$ cat config.mk
export PLATFORM = sky130hd
export DESIGN_NAME = vga_sync_receiver
export DESIGN_NICKNAME = d
export VERILOG_FILES = /design/src/rtl/vga_sync_receiver.sv
export SDC_FILE = /design/constraint.sdc
export NUM_CORES = 1
export LEC_CHECK = 0
export ABC_CLOCK_PERIOD_IN_PS = 3000
export BUFFER_PORTS_ARGS = -buffer_cell sky130_fd_sc_hd__buf_2
export CAP_MARGIN = 5
export CORE_MARGIN = 5
export CORE_UTILIZATION = 50
export DETAILED_ROUTE_END_ITERATION = 8
export MAX_ROUTING_LAYER = met4
export PLACE_DENSITY_LB_ADDON = 0.15
export SYNTH_ARGS = -nofsm -noshare
export SYNTH_HDL_FRONTEND = slang
export SYNTH_SLANG_ARGS = --single-unit
export TNS_END_PERCENT = 100
$ cat constraint.sdc
create_clock -name Clk -period 3 [get_ports Clk]
set_input_delay 0.6 -clock Clk [delete_from_list [all_inputs] [get_ports Clk]]
set_output_delay 0.6 -clock Clk [all_outputs]
set_load 0.01 [all_outputs]
$ cat src/rtl/vga_sync_receiver.sv
// Sink-side VGA timing recovery: rebuilds DrawX/DrawY/blank from hs/vs edges and reports lock/errors.
// Optional frame/error statistics outputs are enabled by defining VGA_RX_STATS_EN.
module vga_sync_receiver #(
    parameter int unsigned H_ACTIVE    = 640,
    parameter int unsigned H_FP        = 16,
    parameter int unsigned H_TOTAL     = 800,
    parameter int unsigned V_ACTIVE    = 480,
    parameter int unsigned V_FP        = 10,
    parameter int unsigned V_TOTAL     = 525,
    parameter int unsigned LOCK_FRAMES = 2
) (
    input  logic        Clk,
    input  logic        Reset_n,
    input  logic        pixel_en,
    input  logic        hs,
    input  logic        vs,
    output logic [9:0]  DrawX,
    output logic [9:0]  DrawY,
    output logic        blank,
    output logic        locked,
    output logic        frame_start,
    output logic        h_err,
    output logic        v_err
`ifdef VGA_RX_STATS_EN
    ,
    output logic [15:0] frame_count,
    output logic [7:0]  err_count
`endif
);

    localparam int unsigned CW = 10;
    localparam int unsigned GW = 4;
    localparam logic [CW-1:0] X_SYNC = CW'(H_ACTIVE + H_FP);
    localparam logic [CW-1:0] Y_SYNC = CW'(V_ACTIVE + V_FP);
    localparam logic [CW-1:0] X_LAST = CW'(H_TOTAL - 1);
    localparam logic [CW-1:0] Y_LAST = CW'(V_TOTAL - 1);
    localparam logic [CW-1:0] X_VIS  = CW'(H_ACTIVE);
    localparam logic [CW-1:0] Y_VIS  = CW'(V_ACTIVE);
    localparam logic [GW-1:0] LOCK_N = GW'(LOCK_FRAMES);

    typedef enum logic [1:0] {
        SEARCH  = 2'd0,
        WAIT_V  = 2'd1,
        ACQUIRE = 2'd2,
        TRACK   = 2'd3
    } state_t;

    state_t        r_state;
    logic          r_hs_q;
    logic          r_vs_q;
    logic [CW-1:0] r_x;
    logic [CW-1:0] r_y;
    logic [GW-1:0] r_good;
    logic          r_hs_bad;
    logic [1:0]    r_miss;

    logic          w_hs_fall;
    logic          w_vs_fall;
    logic          w_x_wrap;
    logic [CW-1:0] w_x_free;
    logic [CW-1:0] w_y_free;
    logic [CW-1:0] w_x_next;
    logic [CW-1:0] w_y_next;
    logic          w_hs_mis;
    logic          w_vs_mis;
    logic          w_hs_miss;
    logic          w_hs_lost;

    // Edge detection and free-running position prediction for the current tick
    assign w_hs_fall = pixel_en & r_hs_q & ~hs;
    assign w_vs_fall = pixel_en & r_vs_q & ~vs;
    assign w_x_wrap  = (r_x == X_LAST);
    assign w_x_free  = w_x_wrap ? '0 : r_x + CW'(1);
    assign w_y_free  = w_x_wrap ? ((r_y == Y_LAST) ? '0 : r_y + CW'(1)) : r_y;
    assign w_x_next  = w_hs_fall ? X_SYNC : w_x_free;
    assign w_y_next  = w_vs_fall ? Y_SYNC : w_y_free;
    assign w_hs_mis  = w_hs_fall & (w_x_free != X_SYNC);
    assign w_vs_mis  = w_vs_fall & (w_y_free != Y_SYNC);
    // A line reached its sync column without any hs fall
    assign w_hs_miss = pixel_en & ~w_hs_fall & (w_x_free == X_SYNC);
    assign w_hs_lost = w_hs_miss & (r_miss == 2'd1);

    always_ff @(posedge Clk or negedge Reset_n) begin
        if (!Reset_n) begin
            r_hs_q <= 1'b1;
            r_vs_q <= 1'b1;
            r_x    <= '0;
            r_y    <= '0;
        end else if (pixel_en) begin
            r_hs_q <= hs;
            r_vs_q <= vs;
            r_x    <= w_x_next;
            r_y    <= w_y_next;
        end
    end

    // Lock state machine with registered status and error pulses
    always_ff @(posedge Clk or negedge Reset_n) begin
        if (!Reset_n) begin
            r_state     <= SEARCH;
            r_good      <= '0;
            r_hs_bad    <= 1'b0;
            r_miss      <= '0;
            locked      <= 1'b0;
            frame_start <= 1'b0;
            h_err       <= 1'b0;
            v_err       <= 1'b0;
        end else begin
            frame_start <= 1'b0;
            h_err       <= 1'b0;
            v_err       <= 1'b0;
            if (pixel_en) begin
                case (r_state)
                    SEARCH: begin
                        locked <= 1'b0;
                        if (w_hs_fall) r_state <= WAIT_V;
                    end
                    WAIT_V: begin
                        if (w_vs_fall) begin
                            r_state  <= ACQUIRE;
                            r_good   <= '0;
                            r_hs_bad <= 1'b0;
                        end
                    end
                    ACQUIRE: begin
                        if (w_vs_fall) begin
                            r_hs_bad <= 1'b0;
                            if (w_vs_mis || w_hs_mis || r_hs_bad) begin
                                r_good <= '0;
                            end else if ((r_good + GW'(1)) == LOCK_N) begin
                                r_state <= TRACK;
                                r_good  <= '0;
                                r_miss  <= '0;
                                locked  <= 1'b1;
                            end else begin
                                r_good <= r_good + GW'(1);
                            end
                        end else if (w_hs_mis) begin
                            r_good   <= '0;
                            r_hs_bad <= 1'b1;
                        end
                    end
                    TRACK: begin
                        frame_start <= (w_x_next == '0) && (w_y_next == '0);
                        if (w_hs_mis || w_vs_mis || w_hs_lost) begin
                            h_err   <= w_hs_mis | w_hs_lost;
                            v_err   <= w_vs_mis;
                            locked  <= 1'b0;
                            r_state <= SEARCH;
                        end else if (w_hs_fall) begin
                            r_miss <= '0;
                        end else if (w_hs_miss) begin
                            r_miss <= r_miss + 2'(1);
                        end
                    end
                    default: r_state <= SEARCH;
                endcase
            end
        end
    end

    // Recovered raster outputs, one Clk behind the internal counters
    always_ff @(posedge Clk or negedge Reset_n) begin
        if (!Reset_n) begin
            DrawX <= '0;
            DrawY <= '0;
            blank <= 1'b0;
        end else begin
            DrawX <= r_x;
            DrawY <= r_y;
            blank <= (r_x < X_VIS) && (r_y < Y_VIS);
        end
    end

`ifdef VGA_RX_STATS_EN
    // Frame counter wraps; error counter saturates
    always_ff @(posedge Clk or negedge Reset_n) begin
        if (!Reset_n) begin
            frame_count <= '0;
            err_count   <= '0;
        end else begin
            if (frame_start) frame_count <= frame_count + 16'(1);
            if ((h_err || v_err) && (err_count != 8'hFF)) err_count <= err_count + 8'(1);
        end
    end
`endif

endmodule

==> flow_results.xml <==
<?xml version="1.0" encoding="UTF-8"?>
<metrics>
  <group name="yosys">
    <metric name="post_synth_inst_count" unit="">333</metric>
    <metric name="postSynth.asyncResetShare" unit="%">100.0</metric>
    <metric name="synth_enable_flop_cells" unit="">0</metric>
    <metric name="synthesis.area_per_instance" unit="µm²">9.638</metric>
    <metric name="synth_sequential_area_ratio" unit="%">43.74</metric>
    <metric name="synth-main-ff-cell" unit="">dfrtp_1</metric>
    <metric name="synth.net_count" unit="">350</metric>
    <metric name="synth_top_cell_by_area" unit="">dfrtp_1</metric>
    <metric name="postSynthRegisterBits" unit="">56</metric>
    <metric name="post_synth_num_cell_types" unit="">69</metric>
    <metric name="netlist_area" unit="mm²">0.003209</metric>
    <metric name="synth_top_cells_by_area" unit="">dfrtp_1, ha_1, o21ai_0</metric>
    <metric name="synth_top_cell_area_share" unit="%">42.11</metric>
    <metric name="yosys_warnings" unit="">0</metric>
  </group>
  <group name="setup_path">
    <metric name="cp.required" unit="ps">3200</metric>
    <metric name="worst-endpoint-arrival" unit="ps">3260</metric>
    <metric name="startpoint_type" unit="">flip-flop</metric>
    <metric name="timing.setup.critical_path_class" unit="">reg2reg</metric>
    <metric name="end_kind" unit="">flip-flop</metric>
    <metric name="worst_path_maximum_fanout" unit="">8</metric>
  </group>
  <group name="sta">
    <metric name="worst-slew-pin-transition" unit="ps">613.0</metric>
    <metric name="finClkSkew" unit="ps">5.465</metric>
    <metric name="timing_max_transition_violations_final" unit="">0</metric>
    <metric name="share_of_the_clock_period_used_by_the_worst_path" unit="%">102.1</metric>
    <metric name="max-slew-margin-rel" unit="%">58.86</metric>
    <metric name="setup_slack" unit="ps">-62.16</metric>
    <metric name="achievable-frequency" unit="GHz">0.3266</metric>
    <metric name="unrepaired_setup_endpoints_after_global_routing" unit="">yes</metric>
    <metric name="post-route-min-period" unit="ps">3062</metric>
    <metric name="hold_viol_final" unit="">0</metric>
    <metric name="setup-tns-final" unit="ps">-78.67</metric>
    <metric name="timing.hold.ws" unit="ps">262.3</metric>
    <metric name="final-setup-viol-count" unit="">2</metric>
  </group>
  <group name="floorplan">
    <metric name="cell_rows" unit="">29</metric>
    <metric name="core_region_area" unit="mm²">0.006314</metric>
    <metric name="initial_core_util" unit="%">50.83</metric>
    <metric name="io_pins" unit="">30</metric>
    <metric name="floorplan.die_area" unit="mm²">0.008121</metric>
    <metric name="die-width" unit="µm">90.12</metric>
    <metric name="floorplan.die.height" unit="µm">90.12</metric>
  </group>
  <group name="power_and_ir_drop">
    <metric name="power" unit="W">0.002189</metric>
    <metric name="power.leakage" unit="nW">1.753</metric>
    <metric name="power.density_cell_area" unit="mW/mm²">562.1</metric>
    <metric name="vdd.ir_drop.worst" unit="µV">388.3</metric>
  </group>
  <group name="grt">
    <metric name="first_pass_grt_wire_length" unit="mm">13.76</metric>
    <metric name="gr-usage-all-layers" unit="%">20.77</metric>
    <metric name="gr-total-overflow" unit="">0</metric>
    <metric name="busiest_layer" unit="">met2</metric>
    <metric name="initial_antenna_violation_count" unit="">0</metric>
    <metric name="maximum_number_of_pins_on_one_net_before_global_route_repair" unit="">33</metric>
    <metric name="use_met1" unit="%">28.36</metric>
    <metric name="vias_in_the_first_global_route" unit="">2743</metric>
    <metric name="met2_usage" unit="%">32.32</metric>
    <metric name="gr-usage-met3" unit="%">2.922</metric>
  </group>
  <group name="place">
    <metric name="dp_hpwl" unit="mm">6.039</metric>
    <metric name="place.gp.congestion" unit="">0.9696</metric>
    <metric name="portBuffers" unit="">29</metric>
    <metric name="detailedPlace.worstSlack" unit="ps">-159.1</metric>
  </group>
  <group name="finish">
    <metric name="final_util" unit="%">61.67</metric>
    <metric name="relative_area_change_from_synthesis_to_final_layout" unit="%">21.33</metric>
    <metric name="ant_diodes" unit="">0</metric>
    <metric name="design.final.nets" unit="">420</metric>
    <metric name="layout.cells.most_common_list" unit="">dfrtp_1, buf_4, nand2_1</metric>
    <metric name="drive_above_1_share" unit="%">31.93</metric>
  </group>
  <group name="drt">
    <metric name="drt_drc_violations_left" unit="">0</metric>
    <metric name="finalWirelength" unit="mm">8.011</metric>
    <metric name="drt_first_iter_violations" unit="">267</metric>
    <metric name="first_pass_drt_iterations" unit="">5</metric>
    <metric name="drt-vias-per-instance" unit="">5.792</metric>
    <metric name="vias" unit="">2786</metric>
    <metric name="postRouteAntennaNets" unit="">0</metric>
    <metric name="detail_routed_net_length_per_standard_cell" unit="µm">16.65</metric>
  </group>
  <group name="cts">
    <metric name="cts_root_buf" unit="">clkbuf_8</metric>
    <metric name="cts_tree" unit="">done</metric>
    <metric name="cts_buffers" unit="">5</metric>
    <metric name="clock-sinks" unit="">56</metric>
    <metric name="longest_clk_path_bufs" unit="">2</metric>
    <metric name="clock_insertion_delay_worst_skew" unit="ps">310</metric>
    <metric name="cts.reportedPaths.clkPinSlew" unit="ps">100</metric>
    <metric name="htree_levels" unit="">2</metric>
  </group>
  <group name="min_path">
    <metric name="holdCritPathClass" unit="">in2async</metric>
  </group>
  <group name="outcome">
    <metric name="outcome" unit="">finished, violations left</metric>
    <metric name="violations" unit="">negative setup slack</metric>
  </group>
  <group name="flow_run">
    <metric name="max_cap_viol_count" unit="">0</metric>
  </group>
</metrics>
[layout make-up]
class	count	area [µm²]
clock inverter	2	10.01
inverter	12	45.04
tap	77	96.34
fill	548	2420
multi-input combinational	244	1694
clock buffer	6	82.58
timing repair buffer	84	561.8
sequential	56	1404
[per-layer routing]
| layer | vias to the layer above | wire length [µm] |
|---|---|---|
| li1 | 1353 | - |
| met1 | 1317 | 3695 |
| met2 | 102 | 3754 |
| met3 | 14 | 426 |
| met4 | 0 | 135 |
| met5 | - | 0 |
[kinds of logic (layout without fill, tap and decap cells)]
family / count (synthesis) / after routing / share of synthesized area, %
flops: 56 / 56 / 43.74
xor+xnor: 6 / 6 / 1.638
simple gates: 135 / 135 / 22.96
buf+inv: 33 / 104 / 6.588
compound gates: 81 / 81 / 17.04
mux: 10 / 10 / 3.353
fa+ha+maj: 12 / 12 / 4.678
[state kept, by name, summed over array words and instances, names as in the netlist, 2 cells and up]
register,flops
DrawX,10
DrawY,10
r_x,10
r_y,10
r_good,4
r_miss,2
r_state,2
[synthesized netlist by cell type, types with 8 or more instances]
cell type,number
nand4_1,11
nand2_1,35
nor2_1,23
inv_1,12
ha_1,12
o21ai_0,27
dfrtp_1,54
a21oi_1,11
nand3_1,13
nor3_1,14
clkbuf_1,8
[worst max-delay path, cell delays in order (launching register included)]
cell,delay [ps]
dfrtp_1,420
nor4b_4,400
nand3_4,180
buf_6,180
o31ai_4,230
a21oi_2,90
or4_4,440
a311oi_1,580
a211oi_4,100
mux2_4,320
[per-stage QoR]
stage,cell area [µm²],instances
finish,3894,481
CTS,3845,479
detailed placement,3711,470
global placement,3711,470
floorplan,3247,333
global route,3894,481
[worst paths after layout]
check / from / end / slack [ps] / depth (start not counted)
setup / recovery: r_x[6]$_DFFE_PN0P_ / r_state[1]$_DFFE_PN0P_ / -60 / 9
setup reg to reg: r_x[6]$_DFFE_PN0P_ / r_state[1]$_DFFE_PN0P_ / -60 / 9
hold reg to reg: r_y[2]$_DFFE_PN0P_ / DrawY[2]$_DFF_PN0_ / 410 / 0
hold / removal: Reset_n / DrawX[2]$_DFF_PN0_ / 260 / 1
max in group asynchronous: Reset_n / r_vs_q$_DFFE_PN1P_ / 1900 / 2
min in group Clk: r_y[2]$_DFFE_PN0P_ / DrawY[2]$_DFF_PN0_ / 410 / 0
[what timing repair did]
item | CTS | global route
setup endpoints to repair | 2 | 5
buffers inserted | 1 | 2
gates resized for setup | 7 | 7
endpoints found under the hold margin | 0 | 0
pin swaps | 3 | 8
hold buffers | 0 | 0
[power breakdown]
group / total (W) / leakage (nW) / switching [W] / internal (W)
clock: 0.000425 / 0.0510 / 0.000240 / 0.000185
sequential: 0.000937 / 0.665 / 0.0000683 / 0.000869
combinational: 0.000827 / 1.04 / 0.000459 / 0.000368
Power figures use the tool's default switching activity.
